<file path="config.mk">
export PLATFORM = sky130hd
export DESIGN_NAME = audio_dac_serializer
export DESIGN_NICKNAME = d
export VERILOG_FILES = /design/src/rtl/mixer_audio_pkg.sv /design/src/rtl/audio_sample_fifo.sv /design/src/rtl/audio_dac_serializer.sv
export SDC_FILE = /design/constraint.sdc
export NUM_CORES = 1
export LEC_CHECK = 0
export CORE_ASPECT_RATIO = 1.4
export CORE_MARGIN = 2
export CORE_UTILIZATION = 46
export CTS_CLUSTER_DIAMETER = 100
export DETAILED_ROUTE_END_ITERATION = 12
export DONT_BUFFER_PORTS = 1
export PLACE_DENSITY_LB_ADDON = 0.08
export SLEW_MARGIN = 20
export SYNTH_ARGS = -nofsm -noshare
export SYNTH_HDL_FRONTEND = slang
export SYNTH_SLANG_ARGS = --single-unit
</file>
<file path="constraint.sdc">
create_clock -name clk_clk -period 3.75 [get_ports clk_clk]
set_clock_uncertainty 0.2 [all_clocks]
set_input_delay 0.75 -clock clk_clk [delete_from_list [all_inputs] [get_ports clk_clk]]
set_output_delay 0.75 -clock clk_clk [all_outputs]
set_load 0.1 [all_outputs]
</file>
<file path="src/rtl/mixer_audio_pkg.sv">
// Shared constants and types for the mixer <-> codec audio paths (DAC playback and ADC capture).
package mixer_audio_pkg;

  localparam int DEFAULT_DATA_WIDTH = 16;

  typedef enum logic [1:0] {
    IDLE  = 2'd0,
    LEFT  = 2'd1,
    RIGHT = 2'd2
  } tx_state_t;

  typedef struct packed {
    logic [DEFAULT_DATA_WIDTH-1:0] left;
    logic [DEFAULT_DATA_WIDTH-1:0] right;
  } stereo_frame_t;

endpackage

</file>
<file path="src/rtl/audio_sample_fifo.sv">
// Synchronous stereo-frame FIFO with registered occupancy; shared by the DAC and ADC paths.
module audio_sample_fifo
  import mixer_audio_pkg::*;
#(
  parameter int FRAME_WIDTH = 2 * DEFAULT_DATA_WIDTH,
  parameter int FIFO_DEPTH  = 4
) (
  input  logic                          clock,
  input  logic                          reset,
  input  logic                          push,
  input  logic [FRAME_WIDTH-1:0]        push_data,
  input  logic                          pop,
  output logic [FRAME_WIDTH-1:0]        pop_data,
  output logic                          full,
  output logic                          empty,
  output logic [$clog2(FIFO_DEPTH):0]   level
);

  localparam int PTR_W = $clog2(FIFO_DEPTH);
  localparam logic [PTR_W-1:0] PTR_ONE   = PTR_W'(1);
  localparam logic [PTR_W:0]   LEVEL_ONE = (PTR_W + 1)'(1);
  localparam logic [PTR_W:0]   LEVEL_MAX = (PTR_W + 1)'(FIFO_DEPTH);

  logic [FRAME_WIDTH-1:0] mem [FIFO_DEPTH];
  logic [PTR_W-1:0]       wr_ptr;
  logic [PTR_W-1:0]       rd_ptr;
  logic                   push_en;
  logic                   pop_en;

  // Requests against a full or empty FIFO are silently dropped.
  assign full     = (level == LEVEL_MAX);
  assign empty    = (level == '0);
  assign push_en  = push && !full;
  assign pop_en   = pop && !empty;
  assign pop_data = mem[rd_ptr];

  always_ff @(posedge clock) begin
    if (reset) begin
      wr_ptr <= '0;
      rd_ptr <= '0;
      level  <= '0;
    end else begin
      if (push_en) wr_ptr <= wr_ptr + PTR_ONE;
      if (pop_en)  rd_ptr <= rd_ptr + PTR_ONE;
      if (push_en && !pop_en)      level <= level + LEVEL_ONE;
      else if (pop_en && !push_en) level <= level - LEVEL_ONE;
    end
  end

  always_ff @(posedge clock) begin
    if (push_en) mem[wr_ptr] <= push_data;
  end

endmodule

</file>
<file path="src/rtl/audio_dac_serializer.sv">
// I2S transmitter slaved to codec BCLK/DACLRCK: buffers stereo frames and shifts them out MSB-first.
module audio_dac_serializer
  import mixer_audio_pkg::*;
#(
  parameter int DATA_WIDTH = DEFAULT_DATA_WIDTH,
  parameter int FIFO_DEPTH = 4
) (
  input  logic                          clk_clk,
  input  logic                          reset_reset,
  input  logic                          audio_external_BCLK,
  input  logic                          audio_external_DACLRCK,
  output logic                          audio_external_DACDAT,
  input  logic [DATA_WIDTH-1:0]         sample_left,
  input  logic [DATA_WIDTH-1:0]         sample_right,
  input  logic                          sample_valid,
  output logic                          sample_ready,
  output logic [$clog2(FIFO_DEPTH):0]   fifo_level,
  output logic                          underflow
);

  localparam int CNT_W = $clog2(DATA_WIDTH + 1);
  localparam logic [CNT_W-1:0] CNT_DONE = CNT_W'(DATA_WIDTH);
  localparam logic [CNT_W-1:0] CNT_ONE  = CNT_W'(1);

  logic [2:0]              bclk_sync;
  logic [2:0]              lrck_sync;
  logic                    bclk_fall;
  logic                    lrck_fall;
  logic                    lrck_rise;
  logic                    fifo_full;
  logic                    fifo_empty;
  logic [2*DATA_WIDTH-1:0] pop_frame;
  tx_state_t               state;
  logic [DATA_WIDTH-1:0]   shift_reg;
  logic [DATA_WIDTH-1:0]   shadow_reg;
  logic [CNT_W-1:0]        bit_cnt;

  // Bits [1:0] are the two synchronizer stages; bit 2 is the previous synchronized value.
  always_ff @(posedge clk_clk) begin
    if (reset_reset) begin
      bclk_sync <= '0;
      lrck_sync <= '0;
    end else begin
      bclk_sync <= {bclk_sync[1:0], audio_external_BCLK};
      lrck_sync <= {lrck_sync[1:0], audio_external_DACLRCK};
    end
  end

  assign bclk_fall = bclk_sync[2] & ~bclk_sync[1];
  assign lrck_fall = lrck_sync[2] & ~lrck_sync[1];
  assign lrck_rise = ~lrck_sync[2] & lrck_sync[1];

  assign sample_ready = !fifo_full;

  audio_sample_fifo #(
    .FRAME_WIDTH (2 * DATA_WIDTH),
    .FIFO_DEPTH  (FIFO_DEPTH)
  ) u_fifo (
    .clock     (clk_clk),
    .reset     (reset_reset),
    .push      (sample_valid),
    .push_data ({sample_left, sample_right}),
    .pop       (lrck_fall),
    .pop_data  (pop_frame),
    .full      (fifo_full),
    .empty     (fifo_empty),
    .level     (fifo_level)
  );

  // LRCK edges win over a coincident BCLK fall, which gives the one-bit I2S delay slot.
  always_ff @(posedge clk_clk) begin
    if (reset_reset) begin
      state                 <= IDLE;
      shift_reg             <= '0;
      shadow_reg            <= '0;
      bit_cnt               <= '0;
      audio_external_DACDAT <= 1'b0;
      underflow             <= 1'b0;
    end else begin
      underflow <= 1'b0;
      if (lrck_fall) begin
        state                 <= LEFT;
        bit_cnt               <= '0;
        audio_external_DACDAT <= 1'b0;
        if (!fifo_empty) begin
          shift_reg  <= pop_frame[2*DATA_WIDTH-1:DATA_WIDTH];
          shadow_reg <= pop_frame[DATA_WIDTH-1:0];
        end else begin
          shift_reg  <= '0;
          shadow_reg <= '0;
          underflow  <= 1'b1;
        end
      end else if (lrck_rise && state == LEFT) begin
        state                 <= RIGHT;
        shift_reg             <= shadow_reg;
        bit_cnt               <= '0;
        audio_external_DACDAT <= 1'b0;
      end else if (bclk_fall && state != IDLE) begin
        if (bit_cnt < CNT_DONE) begin
          audio_external_DACDAT <= shift_reg[DATA_WIDTH-1];
          shift_reg             <= {shift_reg[DATA_WIDTH-2:0], 1'b0};
          bit_cnt               <= bit_cnt + CNT_ONE;
        end else begin
          audio_external_DACDAT <= 1'b0;
        end
      end
    end
  end

endmodule

</file>
==> results of run 1 <==
[per-layer routing]
metal	global-route usage [%]	part of all wire, %
met1	21.3	43
met2	27.8	51
met3	5.19	4.3
met4	6.03	1.6
met5	0	0
[power groups by stage]
stage,Combinational (mW),Sequential [mW],Clock [mW]
floorplan,0.304,2.52,0
global placement,0.489,2.45,0
detailed placement,0.499,2.46,0
CTS,0.500,2.41,1.63
global route,0.528,2.43,1.72
finish,0.489,2.41,1.59
[kinds of logic (layout without fill, tap and decap cells)]
logic type,after synthesis,in the layout,share of synthesized area [%]
compound gates,60,60,7.21
xor+xnor,7,7,0.872
fa+ha+maj,7,7,1.35
buf+inv,31,48,2.49
flops,184,184,70.6
mux,35,35,10.7
simple gates,92,92,6.73
[cell usage after synthesis]
cell | instances | area (um2)
edfxtp_1 | 128 | 3840
dfxtp_1 | 56 | 1120
nor2_1 | 48 | 180
mux4_2 | 31 | 698
a211oi_1 | 16 | 120
a22oi_1 | 16 | 120
and3_1 | 14 | 87.6
clkbuf_1 | 13 | 48.8
a221oi_2 | 9 | 135
buf_6 | 7 | 78.8
nor2b_1 | 7 | 43.8
ha_1 | 6 | 75.1
a221oi_1 | 5 | 43.8
buf_2 | 5 | 25.0
a21oi_1 | 4 | 20.0
and2_1 | 4 | 25.0
inv_1 | 4 | 15.0
o21ai_0 | 4 | 20.0
or3_1 | 4 | 25.0
xor2_1 | 4 | 35.0
mux2i_1 | 3 | 30.0
nand2_1 | 3 | 11.3
xnor2_1 | 3 | 26.3
buf_1 | 2 | 7.51
nand3_1 | 2 | 10.0
nor3_1 | 2 | 10.0
o21a_1 | 2 | 15.0
a21boi_1 | 1 | 7.51
a41oi_1 | 1 | 8.76
and2_4 | 1 | 8.76
and4bb_2 | 1 | 12.5
fa_1 | 1 | 20.0
mux4_1 | 1 | 26.3
nand2b_1 | 1 | 6.26
nand2b_4 | 1 | 13.8
nand3b_1 | 1 | 7.51
nand4bb_1 | 1 | 11.3
nor4b_1 | 1 | 8.76
o311ai_1 | 1 | 8.76
o31ai_1 | 1 | 7.51
or3_4 | 1 | 11.3
[layout make-up]
type / instances / area share (%)
clock buffers: 17 / 5.48
clock inverters: 15 / 1.29
inverters: 4 / 0.193
multi-input cells: 201 / 24.6
flip-flops and latches: 184 / 64.0
well taps: 192 / 3.10
repair buffers: 12 / 1.37
[final timing paths]
check	start	endpoint	slack, ps	depth (start not counted)
hold reg to reg	bclk_sync[0]$_SDFF_PP0_	bclk_sync[1]$_SDFF_PP0_	250	1
setup reg to reg	u_fifo.level[0]$_SDFFE_PP0P_	u_fifo.level[2]$_SDFFE_PP0P_	1050	9
setup / recovery	u_fifo.level[0]$_SDFFE_PP0P_	u_fifo.level[2]$_SDFFE_PP0P_	1050	9
hold / removal	reset_reset	bclk_sync[2]$_SDFF_PP0_	200	1
[worst reg2reg max path: cells and delay by family (launching register included)]
kind	cells	cell delay [ps]
and+or+nand+nor	3	1020
AOI/OAI and AO/OA	1	140
adders and majority gates	2	560
buffers and inverters	2	160
xor gates and xnor gates	1	170
DFF	1	370
==> results.md, run 1 <==
- WP data required: 3900 ps
- DR iter-0 viols: 238
- Netlist Area Pre-Place: 7030 um2
- Setup TNS: 0 ps
- Leak pwr: 2.52 nW
- Layout Utilization: 51.8%
- Die X: 108 um
- Clock transition at the registers of the reported paths: 60 ps
- Multi-input combinational cell area: 1910 um2
- Die Area: 16300 um2
- Cts hold-fix bufs: 0
- Placed cells: 592
- Synth unique cells: 41
- Critical-path cell list: or3_4 > and2_4 > inv_1 > ha_1 > inv_1 > fa_1 > xor2_1 > or3_1 > a21oi_1
- Sw Ratio: 24.9%
- CP startpoint kind: flip-flop
- Max_cap viols: 0
- Register area: 4970 um2
- WHS: 203 ps
- Placer Congestion: 0.732
- Slew Viols, Final: 0
- Clock buffer depth: 2
- Max reg flops: 128
- Post-DR vias/cell: 5.67
- Max VDD drop: 0.437 mV
- WP buf/inv: 2
- Sink Count: 184
- Final WS setup: 1050 ps
- Final instance area: 7760 um2
- Initial core utilization: 46.9%
- Total number of vias: 3545
- Die Ht: 150 um
- P_sw: 1.12 mW
- Final Hold Viols: 0
- CP Max Fanout: 34
- Measured slew at the worst slew-check pin: 962 ps
- Input/output buffers: 0
- NumNets Final: 464
- Total Power: 4.49 mW
- Routed Antenna Nets: 0
- # resized after CTS: 0
- Layout cells sized above 1: 20.1%
- Post-Place Worst Slack: 889 ps
- Std cell rows: 53
- Min Tclk post-route: 2700 ps
- Clock share of power: 35.5%
- Fmax: 0.370 GHz
- Hold WC Path Type: in2reg
- Max incr delay on CP: 410 ps
- Post-CTS Setup Bufs: 0
- Logic pwr share: 10.9%
- Post-synthesis sequential area ratio: 70.6%
- Seq cells post-synth: 184
- Status: complete, no violations
- Commonest cells after routing, fill and taps aside: edfxtp_1, dfxtp_1, nor2_1, mux4_2, clkbuf_16
- Hpwl dp: 7530 um
- 1st-pass router iterations: 4
- Internal power: 3.37 mW
- Final WL: 12600 um
- WP data arrival: 2850 ps
- Worst slew margin: 35.8%
- Fin cells: 625
- Flop pwr share: 53.7%
- Core box area: 15000 um2
- DRC: 0
- N_diodes: 0
- TritonCTS clock tree: yes
- Clk root buf: clkbuf_16
- All-Layer GR Usage: 16.9%
- IO Count: 43
- CP top delay family: simple AND/OR/NAND/NOR gates
- Clk_lat worst skew: 420 ps
- Commonest non-fill, non-tap cell in the layout: edfxtp_1
- Synthesized net count: 460
- Cell mode on critical path: inv_1
- Critical path type: reg2reg
- Cell Area, Placed: 7220 um2
- Inserted Clock Buffers: 17
- Post-Syn Instances: 416
- WL/cell: 20.1 um
- Setup Viol. Count Final: 0
- Nature of the critical path endpoint: flip-flop
- First-pass GRT wire length: 20100 um
- Area Growth Syn to Fin: 10.4%
- Cell at the slowest stage of the critical path: or3_4
- Largest net degree at the start of global routing: 51
- Grt total ovfl: 0
- Final Cycle Share: 72.0%
- # H-tree levels: 4
- Post-synthesis area per instance: 16.9 um2
- Pwr dens: 579 nW/um2
- RSZ-0062 raised after global routing: no
- Vias in the first global route: 3751
- Layout fillers: 1262
- Antenna violations before repair: 0
- Synth warn: 0
Note: power is estimated with default switching activity, not from simulation.
==> run 2, diff against run 1 <==
clock period = 2.7 ns   (was 3.75 ns; I/O delays follow)
==> results.md, run 2 (synthesis results as in run 1) <==
- Status: complete, no violations
- Die Area: 16300 um2
- Fmax: 0.420 GHz
- All-Layer GR Usage: 17.8%
- Post-CTS Setup Bufs: 0
- DRC: 0
- Hold path startpoint: audio_external_BCLK
- Largest net degree at the start of global routing: 50
- Vias in the first global route: 3853
- Pwr dens: 785 nW/um2
- Cell Area, Placed: 7360 um2
- Critical path type: reg2reg
- Multi-input combinational cell area: 1920 um2
- Nature of the critical path endpoint: flip-flop
- Setup Viol. Count Final: 0
- WP data arrival: 2520 ps
- Input/output buffers: 0
- Hold WC Path Type: in2reg
- Worst reg2reg path depth: 9
- Grt total ovfl: 0
- Layout fillers: 1242
- First-pass GRT wire length: 21100 um
- IO Count: 43
- DR iter-0 viols: 215
- Commonest cells after routing, fill and taps aside: edfxtp_1, dfxtp_1, nor2_1, dlygate4sd3_1, mux4_2
- Leak pwr: 2.74 nW
- Area Growth Syn to Fin: 17.5%
- Final WL: 13100 um
- TritonCTS clock tree: yes
- Cts hold-fix bufs: 33
- WP data required: 2840 ps
- CP startpoint kind: flip-flop
- Layout cells sized above 1: 22.0%
- Std cell rows: 53
- Commonest non-fill, non-tap cell in the layout: edfxtp_1
- Critical Path End: u_fifo.level[2]$_SDFFE_PP0P_
- Clk root buf: clkbuf_16
- Core box area: 15000 um2
- R2r endpoint: u_fifo.level[2]$_SDFFE_PP0P_
- RSZ-0062 raised after global routing: no
- Hpwl dp: 7810 um
- Sink Count: 184
- Routed Antenna Nets: 0
- N_diodes: 0
- Worst slew margin: 60.4%
- WL/cell: 19.6 um
- Placer Congestion: 0.699
- Total number of vias: 3689
- Final Cycle Share: 88.2%
- Post-DR vias/cell: 5.51
- Initial core utilization: 46.9%
- Max reg flops: 128
- Min Tclk post-route: 2380 ps
- Clock transition at the registers of the reported paths: 60 ps
- # H-tree levels: 4
- Antenna violations before repair: 0
- # resized after CTS: 0
- Die Ht: 150 um
- Clk_lat worst skew: 430 ps
- Slew Viols, Final: 0
- Max VDD drop: 0.600 mV
- Register area: 4980 um2
- Final instance area: 8260 um2
- 1st-pass router iterations: 4
- Setup TNS: 0 ps
- Reg-to-reg slack, setup: 320 ps
- R2r startpoint: u_fifo.level[1]$_SDFFE_PP0P_
- CP Max Fanout: 5
- NumNets Final: 509
- Inserted Clock Buffers: 17
- Final Hold Viols: 0
- Max_cap viols: 0
- Measured slew at the worst slew-check pin: 594 ps
- Worst setup path startpoint: u_fifo.level[1]$_SDFFE_PP0P_
- Die X: 108 um
- Clock buffer depth: 2
[run 2: cell count changes in the layout (fill, tap and decap cells not counted), sizes merged, moves of 2 or more]
cell	previous run	this run
inv	10	6
bufinv	0	2
clkbuf	17	20
dlygate4sd3	0	32
buf	12	25
[run 2: layout make-up]
cell class / instances / share of cell area (%)
sequential: 184 / 60.2
multi-input combinational: 201 / 23.3
timing repair buffer: 57 / 6.60
clock buffer: 20 / 5.28
tap: 192 / 2.91
clock inverter: 11 / 1.50
inverter: 4 / 0.212
[run 2: per-stage QoR]
step	setup slack (ps)	std cells	hold WS, ps	util (%)	power [mW]
6_report	319	669	54.7	55.1	6.49
5_1_grt	230	669	27.9	55.1	6.77
4_1_cts	303	669	33.6	55.1	6.58
3_5_place_dp	318	605	245	49.1	4.14
3_3_place_gp	402	605	247	49.1	4.12
2_1_floorplan	-85.3	416	214	-	3.94
[run 2: worst min-delay path by stage]
stage | to | cells past startpoint
2_1_floorplan | bclk_sync[1]$_SDFF_PP0_ | 1
3_3_place_gp | lrck_sync[1]$_SDFF_PP0_ | 1
3_5_place_dp | bclk_sync[1]$_SDFF_PP0_ | 1
4_1_cts | bclk_sync[0]$_SDFF_PP0_ | 1
5_1_grt | bclk_sync[0]$_SDFF_PP0_ | 1
6_report | bclk_sync[0]$_SDFF_PP0_ | 1
[run 2: power by group]
group | switching, mW | internal, mW | total [mW] | leakage, nW
sequential | 0.0746 | 3.27 | 3.35 | 1.63
combinational | 0.483 | 0.299 | 0.782 | 0.845
clock | 1.00 | 1.36 | 2.36 | 0.268
total | 1.56 | 4.93 | 6.49 | 2.74
[run 2: routing by layer]
layer	GRT usage, %	part of all wire (%)	wire length [um]	vias to the layer above
met3	4.24	2.8	370	11
met2	29.1	50	6570	59
met5	0	0	0	-
met1	23.3	46	5970	1885
li1	-	-	-	1734
met4	6.54	1.4	182	0
[run 2: critical path, stage by stage, from the launching register on]
cell and delay [ps]:
dfxtp_4 360, or3_4 400, and2_4 180, inv_4 50
ha_4 130, inv_2 40, fa_2 350, xor2_1 150
or3_1 300, a21oi_1 130
